--- config.mk ---
export PLATFORM = sky130hd
export DESIGN_NAME = alu32
export DESIGN_NICKNAME = d
export VERILOG_FILES = /design/src/rtl/alu_pkg.sv /design/src/rtl/alu32_addsub.sv /design/src/rtl/alu32.sv
export SDC_FILE = /design/constraint.sdc
export NUM_CORES = 1
export LEC_CHECK = 0
export ABC_CLOCK_PERIOD_IN_PS = 2200
export CORE_ASPECT_RATIO = 0.5
export CORE_MARGIN = 1
export CORE_UTILIZATION = 44
export CTS_CLUSTER_SIZE = 20
export DETAILED_ROUTE_END_ITERATION = 7
export GPL_TIMING_DRIVEN = 0
export PLACE_DENSITY = 0.69
export SLEW_MARGIN = 40
export SYNTH_ARGS = -nofsm -noshare
export SYNTH_HDL_FRONTEND = slang
export SYNTH_SLANG_ARGS = --single-unit
--- constraint.sdc ---
create_clock -name clk -period 2.2 [get_ports clk]
set_input_delay 0.22 -clock clk [delete_from_list [all_inputs] [get_ports clk]]
set_output_delay 0.22 -clock clk [all_outputs]
set_load 0.005 [all_outputs]
--- src/rtl/alu_pkg.sv ---
// Shared ALU definitions: operation encodings and datapath width.
package alu_pkg;

  localparam int unsigned ALU_W = 32;

  localparam logic [2:0] OP_AND = 3'b000;
  localparam logic [2:0] OP_OR  = 3'b001;
  localparam logic [2:0] OP_ADD = 3'b010;
  localparam logic [2:0] OP_NOR = 3'b100;
  localparam logic [2:0] OP_XOR = 3'b101;
  localparam logic [2:0] OP_SUB = 3'b110;

endpackage

--- src/rtl/alu32_addsub.sv ---
// Shared adder/subtractor: one (WIDTH+1)-bit add, with b inverted plus carry-in for SUB.
module alu32_addsub import alu_pkg::*; #(
  parameter int unsigned WIDTH = ALU_W
) (
  input  logic [WIDTH-1:0] a,
  input  logic [WIDTH-1:0] b,
  input  logic             sub,
  output logic [WIDTH-1:0] sum,
  output logic             carry,
  output logic             sovf
);

  logic [WIDTH-1:0] bx;
  logic [WIDTH:0]   full;

  assign bx   = b ^ {WIDTH{sub}};
  assign full = {1'b0, a} + {1'b0, bx} + {{WIDTH{1'b0}}, sub};
  assign sum  = full[WIDTH-1:0];

  // For SUB the raw carry-out means "no borrow", so invert it to report a borrow.
  assign carry = full[WIDTH] ^ sub;
  assign sovf  = (a[WIDTH-1] == bx[WIDTH-1]) && (sum[WIDTH-1] != a[WIDTH-1]);

endmodule

--- src/rtl/alu32.sv ---
// Execute-stage ALU: logic ops, add/sub, compare and overflow, all registered.
module alu32 import alu_pkg::*; #(
  parameter int unsigned WIDTH = ALU_W
) (
  input  logic             clk,
  input  logic             rst,
  input  logic [WIDTH-1:0] a,
  input  logic [WIDTH-1:0] b,
  input  logic [2:0]       op,
  input  logic             unsig,
  output logic [WIDTH-1:0] aluout,
  output logic             compout,
  output logic             overflow
);

  logic             sub;
  logic [WIDTH-1:0] sum;
  logic             carry;
  logic             sovf;
  logic [WIDTH-1:0] res;
  logic             ovf;
  logic             lt;

  assign sub = (op == OP_SUB);

  alu32_addsub #(.WIDTH(WIDTH)) u_addsub (
    .a     (a),
    .b     (b),
    .sub   (sub),
    .sum   (sum),
    .carry (carry),
    .sovf  (sovf)
  );

  always_comb begin
    res = '0;
    ovf = 1'b0;
    case (op)
      OP_AND: res = a & b;
      OP_OR:  res = a | b;
      OP_NOR: res = ~(a | b);
      OP_XOR: res = a ^ b;
      OP_ADD, OP_SUB: begin
        res = sum;
        ovf = unsig ? sovf : carry;
      end
      default: begin
        res = '0;
        ovf = 1'b0;
      end
    endcase
  end

  // unsig=1 selects two's-complement comparison.
  assign lt = unsig ? ($signed(a) < $signed(b)) : (a < b);

  always_ff @(posedge clk or posedge rst) begin
    if (rst) begin
      aluout   <= '0;
      compout  <= 1'b0;
      overflow <= 1'b0;
    end else begin
      aluout   <= res;
      compout  <= lt;
      overflow <= ovf;
    end
  end

endmodule

== After elaboration in Yosys (flattened, before gate mapping) ==
Cells that the tools add are included.

* Word-level logic and storage cells: 27
* Flip-flop bits (word level): 34
* Output and inout bits: 34
* Input bits: 70

* $add $sub $neg: 2
* Reduce and logical (&&, ||, !) cells: 3
* Order comparisons: 2
* Eq/ne operators: 7
* Bitwise logic cells: 6
* Muxes and demuxes: 4

{| class="wikitable"
|+ Operators with widths
! cell !! number
|-
| 32-bit one-hot mux with 5 select lines || 1
|-
| 32-bit less-than comparator || 2
|-
| 32-bit bitwise XOR || 2
|-
| 32-bit by 32-bit adder with 33-bit output || 1
|-
| 33-bit by 1-bit adder with 33-bit output || 1
|-
| 32-bit bitwise AND || 1
|-
| 32-bit NOT || 1
|-
| 32-bit bitwise OR || 1
|-
| 3-bit equality test, second input constant || 3
|-
| 3-bit by 1-bit equality test with 1-bit output, second input constant || 1
|-
| 3-bit by 2-bit equality test with 1-bit output, second input constant || 1
|-
| 3-bit logical NOT || 1
|-
| 1-bit two-way mux || 3
|-
| 2-bit OR reduction || 1
|-
| 1-bit equality test || 1
|-
| 1-bit logical AND || 1
|-
| 1-bit != test || 1
|-
| 1-bit bitwise XOR || 1
|}

== Logic depth before layout (Yosys ltp) ==
Gate-level depths: netlist of run 1.

* Depth after elaboration: 8
* Gate-level depth with buffers: 16
* Gate-level depth less buffers: 12

== Modules after synthesis ==
From an unflattened synthesis of run 1, not the netlist that was laid out.

* Cells, all modules: 802
* Area total of the unflattened synthesis: 6,203.4 um2

{| class="wikitable"
|+ Modules (own cells, without submodules)
! module !! area each (um2) !! instances !! seq. area each (um2) !! cells an instance
|-
| alu32 || 3,962.6 || 1 || 850.8 || 485
|-
| alu32_addsub || 2,240.9 || 1 || 0.0 || 317
|}

== Least setup slack after synthesis of run 1 ==
OpenSTA, ideal clock, no wires.

* Kind: input-to-reg
* From: input op[0]
* To: register aluout[19]
* Setup time: 0.138 ns
* Stages: 16
* Buffers on the path: 4
* Data required time: 2.062 ns
* Setup slack: -1.145 ns
* Arrival time: 3.207 ns
* Cell sequence: buf_2 > nand3b_4 > buf_6 > clkbuf_1 > xnor2_1 > ha_1 > clkbuf_1 > a21o_1 > a211oi_2 > o2111ai_1 > o21ai_2 > o21bai_1 > a221o_1 > a21oi_1 > xor2_1 > o22ai_1

* Longest elaborated chain between the ends: 5
* Elaborated cells on any way between the ends: 11
* Those cells by class: 2 x add/sub; 5 x eq/ne; 1 x mux; 1 x bitwise; 2 x reduce/logical

{| class="wikitable"
|+ RTL lines
! item !! line !! source
|-
| from (decl) || alu32.sv:9 || <nowiki>input logic [2:0] op,</nowiki>
|-
| 3-bit equality test || alu32.sv:24, alu32.sv:38 ||
|-
| 32-bit bitwise XOR || alu32_addsub.sv:16 || <nowiki>assign bx = b ^ {WIDTH{sub}};</nowiki>
|-
| 32-bit by 32-bit adder with 33-bit output || alu32_addsub.sv:17 || <nowiki>assign full = {1'b0, a} + {1'b0, bx} + {{WIDTH{1'b0}}, sub};</nowiki>
|-
| 33-bit by 1-bit adder with 33-bit output || alu32_addsub.sv:17 ||
|-
| 32-bit one-hot mux with 5 select lines * || alu32.sv:38 || <nowiki>case (op)</nowiki>
|-
| named net res[19] || alu32.sv:20 || <nowiki>logic [WIDTH-1:0] res;</nowiki>
|-
| to (signal assigned) || alu32.sv:63 || <nowiki>aluout <= res;</nowiki>
|-
| to (decl) || alu32.sv:11 || <nowiki>output logic [WIDTH-1:0] aluout,</nowiki>
|}

Mark *: on every way through the listed nets, which the timed path passes. The rest lies on a longest branch.

== Worst setup path in the final report of run 1 ==
* From: input op[0]
* To: register overflow

* Longest elaborated chain between the ends: 8
* Elaborated cells on any way between the ends: 12
* Those cells by class: 2 x add/sub; 4 x eq/ne; 2 x mux; 2 x bitwise; 2 x reduce/logical

{| class="wikitable"
|+ RTL lines
! item !! line !! source
|-
| 3-bit equality test || alu32.sv:24, alu32.sv:38 ||
|-
| 32-bit bitwise XOR || alu32_addsub.sv:16 ||
|-
| 32-bit by 32-bit adder with 33-bit output || alu32_addsub.sv:17 ||
|-
| 33-bit by 1-bit adder with 33-bit output || alu32_addsub.sv:17 ||
|-
| 1-bit != test || alu32_addsub.sv:22 || <nowiki>assign sovf = (a[WIDTH-1] == bx[WIDTH-1]) && (sum[WIDTH-1] != a[WIDTH-1]);</nowiki>
|-
| 1-bit logical AND || alu32_addsub.sv:22 ||
|-
| 1-bit two-way mux || alu32.sv:45 || <nowiki>ovf = unsig ? sovf : carry;</nowiki>
|-
| 1-bit two-way mux * || alu32.sv:38 ||
|-
| named net ovf || alu32.sv:21 || <nowiki>logic ovf;</nowiki>
|-
| to (signal assigned) || alu32.sv:65 || <nowiki>overflow <= ovf;</nowiki>
|-
| to (decl) || alu32.sv:13 || <nowiki>output logic overflow</nowiki>
|}

Marked as above.

==> summary.md, run 1 <==
| Metric | Value |
|---|---|
| DP Wirelength | 14000 um |
| Share of the synthesized area in the top cell type | 0.288 |
| Max Cap Violations | 0 |
| CP Max Fanout | 5 |
| Area growth syn-to-layout | 46.5% |
| Post-Layout Inst Area | 8590 um^2 |
| Fraction of registers with async set/reset | 1.00 |
| Placement Cell Area | 7250 um^2 |
| Top Metal Used | met4 |
| M1 WL | 8790 um |
| Clock buffer depth | 2 |
| Final period utilization | 1.32 |
| Number of CTS-inserted buffers | 5 |
| GRT overflow | 0 |
| Die H | 83.6 um |
| Post-synthesis cell area | 5860 um^2 |
| Worst Tran Pin Value | 0.864 ns |
| Met3 WL | 1770 um |
| Final #Nets | 1092 |
| #FFs+latches synth | 34 |
| Drt pass-1 iters | 7 |
| Total track usage | 0.292 |
| Fin. Hold Viols | 0 |
| Final design utilization | 0.669 |
| Register Area | 851 um^2 |
| CP delay by family, top | compound AO/OA/AOI/OAI gates |
| Slowest cell on the critical path | a211oi_4 |
| Setup WS post-layout | -0.695 ns |
| Startpoint Class | input port |
| Root buffer cell | clkbuf_16 |
| Initial DRC count | 519 |
| Slew HR | 0.424 |
| Tmin final | 2.89 ns |
| Filler cells | 1005 |
| Avg Synthesized Cell Area | 8.13 um^2 |
| Synth cell types | 60 |
| Arr. time, crit path | 3.04 ns |
| Cell Pwr Density | 478 nW/um^2 |
| Worst path cell trace | buf_8 -> nand3b_4 -> buf_12 -> clkbuf_16 -> xnor2_2 -> ha_4 -> buf_4 -> buf_4 -> nand4_1 -> o221ai_2 -> a21oi_2 -> o31ai_4 -> buf_12 -> a211oi_4 -> o31ai_2 -> xnor2_1 -> a2bb2oi_1 -> nor2_1 |
| WL met2 | 9810 um |
| Vias in the first global route | 6069 |
| Die span in x | 165 um |
| DP Worst Slack | -1.58 ns |
| CTS tree | done |
| Core Rows | 29 |
| H-tree level count | 2 |
| Full die area | 13800 um^2 |
| Worst Setup End Kind | register |
| WS Path Type | in2reg |
| Worst Hold Class | in2async |
| Synth area leader | ha_1 |
| Via-to-Cell Ratio | 5.90 |
| Failing checks | design-rule violations, negative setup slack |
| Routability cong. | 0.928 |
| Max Fclk | 0.345 GHz |
| Largest net degree at the start of global routing | 22 |
| Setup Total Neg Slack | -12.38 ns |
| Layout cells sized above 1 | 0.240 |
| I/O Pins | 104 |
| CP required | 2.35 ns |
| Mapped Nets | 927 |
| Port Buffer Count | 101 |
| Antenna violations before repair | 0 |
| Vias | 6240 |
| Leakage Power | 4.08 nW |
| Slew Limit Fails | 0 |
| Clock-pin transition on the worst setup and hold timing paths | 0.07 ns |
| Area of the multi-input gates | 5310 um^2 |
| Initial Utilization | 0.457 |
| Worst path bufs/invs | 6 |
| Clock tree sinks | 34 |
| Top post-synthesis cells by area | ha_1 (29%), dfrtp_1 (15%), xnor2_1 (7.3%), a21oi_1 (5.7%), inv_1 (5.6%) |
| Drt wl/cell | 19.9 um |
| Max incr delay on CP | 0.28 ns |
| Core area | 12800 um^2 |
| First-pass GRT wire length | 31300 um |
| Sequential-to-total area share from yosys stat | 0.145 |
| Post-synth EDFFs | 0 |
| Total power | 4.10 mW |
| Outcome | finished with violations |
| VDD IR max | 0.342 mV |
| Diode count | 0 |
| Unrepaired setup endpoints after global routing | yes |
| Top FF cell, synth | dfrtp_1 |
| Synth warn | 0 |
| DRC viols | 6 |
| # setup viols final | 29 |
| Syn Inst Count | 721 |
| DRT antenna net count | 0 |
| Final wirelength | 21000 um |
-- registers in the layout, indices dropped and copies added, names as in the netlist --
register,count
aluout,32
compout,1
overflow,1
-- per-layer routing --
| layer | vias to the layer above | GRT usage |
|---|---|---|
| met1 | 2988 | 0.378 |
| met3 | 72 | 0.0532 |
| met2 | 320 | 0.490 |
| li1 | 2860 | - |
| met5 | - | 0.00758 |
| met4 | 0 | 0.0842 |
-- through the flow --
step | hold slack [ns] | std cells
floorplan | 0.362 | 721
global placement | 0.665 | 992
detailed placement | 0.551 | 993
CTS | 0.247 | 1046
global route | 0.274 | 1057
finish | 0.226 | 1057
-- cells by family (layout without fill, tap and decap cells) --
kind of cell	Yosys count	after routing	synth area share
compound gates	220	220	0.243
fa+ha+maj	136	136	0.291
simple gates	120	120	0.0932
buf+inv	118	284	0.0772
xor+xnor	62	62	0.0926
flops	34	34	0.145
mux	31	31	0.0574
-- what timing repair did --
item                                    in CTS  in global routing
endpoints found under the setup margin      30                 29
cloned                                       1                  0
hold buffers                                 0                  0
pin swaps                                   63                 40
buffers inserted                            47                 12
resized for setup                          103                 66
-- area by class of cell --
class                   count  share of cell area
plain buffers              29              0.0213
clock buffers               5              0.0146
clock inverters             3             0.00524
inverters                  87              0.0380
multi-input cells         569               0.617
flip-flops and latches     34              0.0990
well taps                 170              0.0248
repair buffers            160               0.180
-- worst paths after layout --
path	startpoint	endpoint	slack (ns)	cells after the start
max in group asynchronous	rst	aluout[25]$_DFF_PP0_	1.52	3
setup / recovery	op[0]	overflow$_DFF_PP0_	-0.69	18
min in group clk	op[1]	aluout[20]$_DFF_PP0_	0.30	3
hold / removal	rst	aluout[3]$_DFF_PP0_	0.23	2
-- where the power goes --
part | switching, mW | internal (mW) | total [mW] | leakage [nW]
Sequential | 0.0254 | 0.713 | 0.739 | 0.426
Combinational | 1.26 | 1.23 | 2.49 | 3.58
Clock | 0.338 | 0.536 | 0.873 | 0.0760
-- synth_stat cells, drive strengths merged, types with 3 or more instances --
cell and n:
mux2i 10, o21a 4, ha 135, dfrtp 34
o21bai 11, nor2 44, o21ai 31, nor4 5
a21oi 68, and3 3, nand2b 3, o211ai 3
and2 3, a31oi 3, o31ai 5, buf 5
mux2 21, xnor2 49, nand2 39, inv 87
a211oi 26, nor3 5, xor2 13, clkbuf 26
nand3 9, a221oi 3, o22ai 29, a21o 16
-- cells in the final DEF, fill, tap and decap left out, drive strengths merged, types with 3 or more instances in the layout --
cell,netlist,final
clkdlybuf4s50,0,79
a221oi,3,3
o21bai,11,11
nor4,5,5
inv,87,87
ha,135,135
o22ai,29,29
dlygate4sd2,0,9
nand2b,3,3
buf,5,65
clkbuf,26,34
dlymetal6s2s,0,6
o21ai,31,31
dfrtp,34,34
o31ai,5,5
xor2,13,13
o21a,4,4
xnor2,49,49
nor3,5,5
a21o,16,16
and2,3,3
and3,3,3
mux2,21,21
nand2,39,39
nor2,44,44
a21oi,68,68
nand3,9,9
mux2i,10,10
a211oi,26,26
o211ai,3,3
a31oi,3,3
Power figures use the tool's default switching activity.
==> run 2, diff against run 1 <==
--- a/config.mk
+++ b/config.mk
@@ -12,8 +12,9 @@
 export CTS_CLUSTER_SIZE = 20
 export DETAILED_ROUTE_END_ITERATION = 7
 export GPL_TIMING_DRIVEN = 0
-export PLACE_DENSITY = 0.69
+export PLACE_DENSITY = 0.68
 export SLEW_MARGIN = 40
 export SYNTH_ARGS = -nofsm -noshare
 export SYNTH_HDL_FRONTEND = slang
+export SYNTH_HIERARCHICAL = 1
 export SYNTH_SLANG_ARGS = --single-unit
==> run 2 against run 1 <==
Effect of this change:
- the run ends with negative setup slack left
- sequential cell count stayed put
- count of clock-buffer cells in the layout stayed put
- worst hold slack better by 0.032 ns
- via count is 1.3% higher
- routed wire length is 3.0% lower
- non-clock buffer count is 6 lower
- cell area is 4.0% higher
- sequential share of layout area is 0.38 points lower
- clock power is 1% lower
- combinational power is 4% lower
- cell count is 8.8% higher
- critical path depth is 2 lower
- largest power group unchanged
==> summary.md, run 2 <==
| Metric | Value |
|---|---|
| Outcome | finished with violations |
| Failing checks | negative setup slack |
| Clock tree sinks | 34 |
| Drt wl/cell | 17.7 um |
| Synth warn | 6 |
| Drt pass-1 iters | 5 |
| Top FF cell, synth | dfrtp_1 |
| DRC viols | 0 |
| Cell Pwr Density | 447 nW/um^2 |
| #FFs+latches synth | 34 |
| Max reg flops | 32 |
| Area growth syn-to-layout | 44.0% |
| Port Buffer Count | 102 |
| Largest regs | aluout (32), compout (1), overflow (1) |
| Post-synthesis cell area | 6200 um^2 |
| Via-to-Cell Ratio | 5.49 |
| GRT overflow | 0 |
| Fin. Hold Viols | 0 |
| Max Cap Violations | 0 |
| Antenna violations before repair | 0 |
| Slew Limit Fails | 0 |
| Filler cells | 1136 |
| Hold Slack | 0.258 ns |
| Vias | 6319 |
| Startpoint Class | input port |
| Largest net degree at the start of global routing | 20 |
| H-tree level count | 2 |
| # setup viols final | 26 |
| Post-synth EDFFs | 0 |
| First-pass GRT wire length | 31500 um |
| Clock buffer depth | 2 |
| Top post-synthesis cells by area | ha_1 (26%), dfrtp_1 (14%), xor2_1 (6.4%), inv_1 (5.7%), nand2_1 (5.0%) |
| VDD IR max | 0.307 mV |
| Core area | 13700 um^2 |
| Most frequent cells in the layout | ha_1 (108), inv_1 (86), clkdlybuf4s50_1 (86), nand2_1 (76), nor2_1 (47) |
| Slew HR | 0.447 |
| Post-synth top cells | ha_1 (127), inv_1 (94), nand2_1 (82) |
| Most common cell after layout, fill and taps aside | ha_1 |
| Total track usage | 0.277 |
| Synth area leader | ha_1 |
| Core Rows | 30 |
| Worst Setup End Kind | register |
| Biggest register | aluout |
| Layout cells sized above 1 | 0.236 |
| CP Max Fanout | 6 |
| Final wirelength | 20400 um |
| Final #Nets | 1155 |
| Worst Hold Class | in2async |
| Clock-pin transition on the worst setup and hold timing paths | 0.06 ns |
| Unrepaired setup endpoints after global routing | yes |
| Root buffer cell | clkbuf_16 |
| Total power | 3.99 mW |
| Leakage Power | 4.20 nW |
| Initial Utilization | 0.454 |
| Avg Synthesized Cell Area | 7.73 um^2 |
| CP dominant cell by count | buf_6 |
| Syn Inst Count | 802 |
| Synth cell types | 62 |
| CP required | 2.42 ns |
| Placement Cell Area | 7610 um^2 |
| Die H | 86.0 um |
| DRT antenna net count | 0 |
| Count leader, synth | ha_1 |
| DP Worst Slack | -1.97 ns |
| Tmin final | 2.85 ns |
| WS Path Type | in2reg |
| Diode count | 0 |
| Setup WS post-layout | -0.647 ns |
| Worst Tran Pin Value | 0.829 ns |
| Final period utilization | 1.29 |
| Full die area | 14600 um^2 |
| Routability cong. | 0.943 |
| Fraction of registers with async set/reset | 1.00 |
| Die span in x | 170 um |
| I/O Pins | 104 |
| CTS tree | done |
| Worst path cell trace | buf_8 -> nor2b_4 -> buf_6 -> and2_4 -> buf_6 -> buf_6 -> xor2_4 -> ha_4 -> nand4_1 -> o221ai_2 -> o221ai_4 -> or3_4 -> and3_4 -> a311oi_2 -> nand2_1 -> o21ai_1 |
| Post-Layout Inst Area | 8930 um^2 |
| Share of the synthesized area in the top cell type | 0.256 |
| Post-CTS Hold Buffers | 0 |
| Max incr delay on CP | 0.43 ns |
| Mapped Nets | 1000 |
| Slowest cell on the critical path | or3_4 |
| Initial DRC count | 404 |
| Final design utilization | 0.654 |
| Arr. time, crit path | 3.07 ns |
| DP Wirelength | 15000 um |
| Sequential-to-total area share from yosys stat | 0.137 |
| Vias in the first global route | 6079 |
| Max Fclk | 0.351 GHz |
| Number of CTS-inserted buffers | 5 |
## run 2: cells by family after synthesis
| logic type | after synthesis | share of synthesized area |
|---|---|---|
| compound gates | 205 | 0.211 |
| simple gates | 197 | 0.144 |
| buf+inv | 129 | 0.0801 |
| fa+ha+maj | 128 | 0.259 |
| xor+xnor | 60 | 0.0847 |
| mux | 49 | 0.0837 |
| flops | 34 | 0.137 |
## run 2: layer usage
metal | GRT usage | wire length (um) | vias to the layer above
met1 | 0.380 | 9330 | 3022
met4 | 0.0704 | 342 | 0
li1 | - | - | 3057
met5 | 0 | 0 | -
met2 | 0.442 | 9110 | 212
met3 | 0.0563 | 1620 | 28
## run 2: worst paths after layout
check                       from                    to  cells after the start
max in group asynchronous    rst  aluout[11]$_DFF_PP0_                      3
min                          rst  aluout[28]$_DFF_PP0_                      2
min in group clk           op[1]   aluout[0]$_DFF_PP0_                      4
max                        op[1]  aluout[27]$_DFF_PP0_                     16
## run 2: area by class of cell
cell class,instances,area (um^2),area share
Multi-Input combinational cell,639,5630,0.630
Timing Repair Buffer,154,1490,0.167
Sequential cell,34,851,0.0953
Inverter,94,353,0.0395
Tap cell,192,240,0.0269
Buffer,29,201,0.0226
Clock buffer,5,125,0.0140
Clock inverter,3,40.0,0.00448
## run 2: stage by stage
step                cells  TNS (ns)
CTS                  1138    -13.43
global route         1150    -14.67
detailed placement   1097    -46.46
global placement     1096    -44.80
finish               1150    -11.42
floorplan             802    -13.10
## run 2: what timing repair did
action / 4_1_cts / 5_1_grt
cloned: 2 / 0
buffers inserted: 33 / 18
resized for setup: 119 / 86
pin swaps: 45 / 45
setup endpoints to repair: 33 / 30
## run 2: critical path: cells and delay by family
kind	cells	cell delay [ns]
AOI/OAI and AO/OA	4	0.79
xor gates and xnor gates	1	0.18
adders and majority gates	1	0.29
and+or+nand+nor	6	1.12
buffers and inverters	4	0.45
## run 2: power by group
part / switching, mW / leakage (nW) / internal (mW)
registers: 0.0250 / 0.427 / 0.713
logic: 1.24 / 3.69 / 1.16
clock network: 0.328 / 0.0836 / 0.532
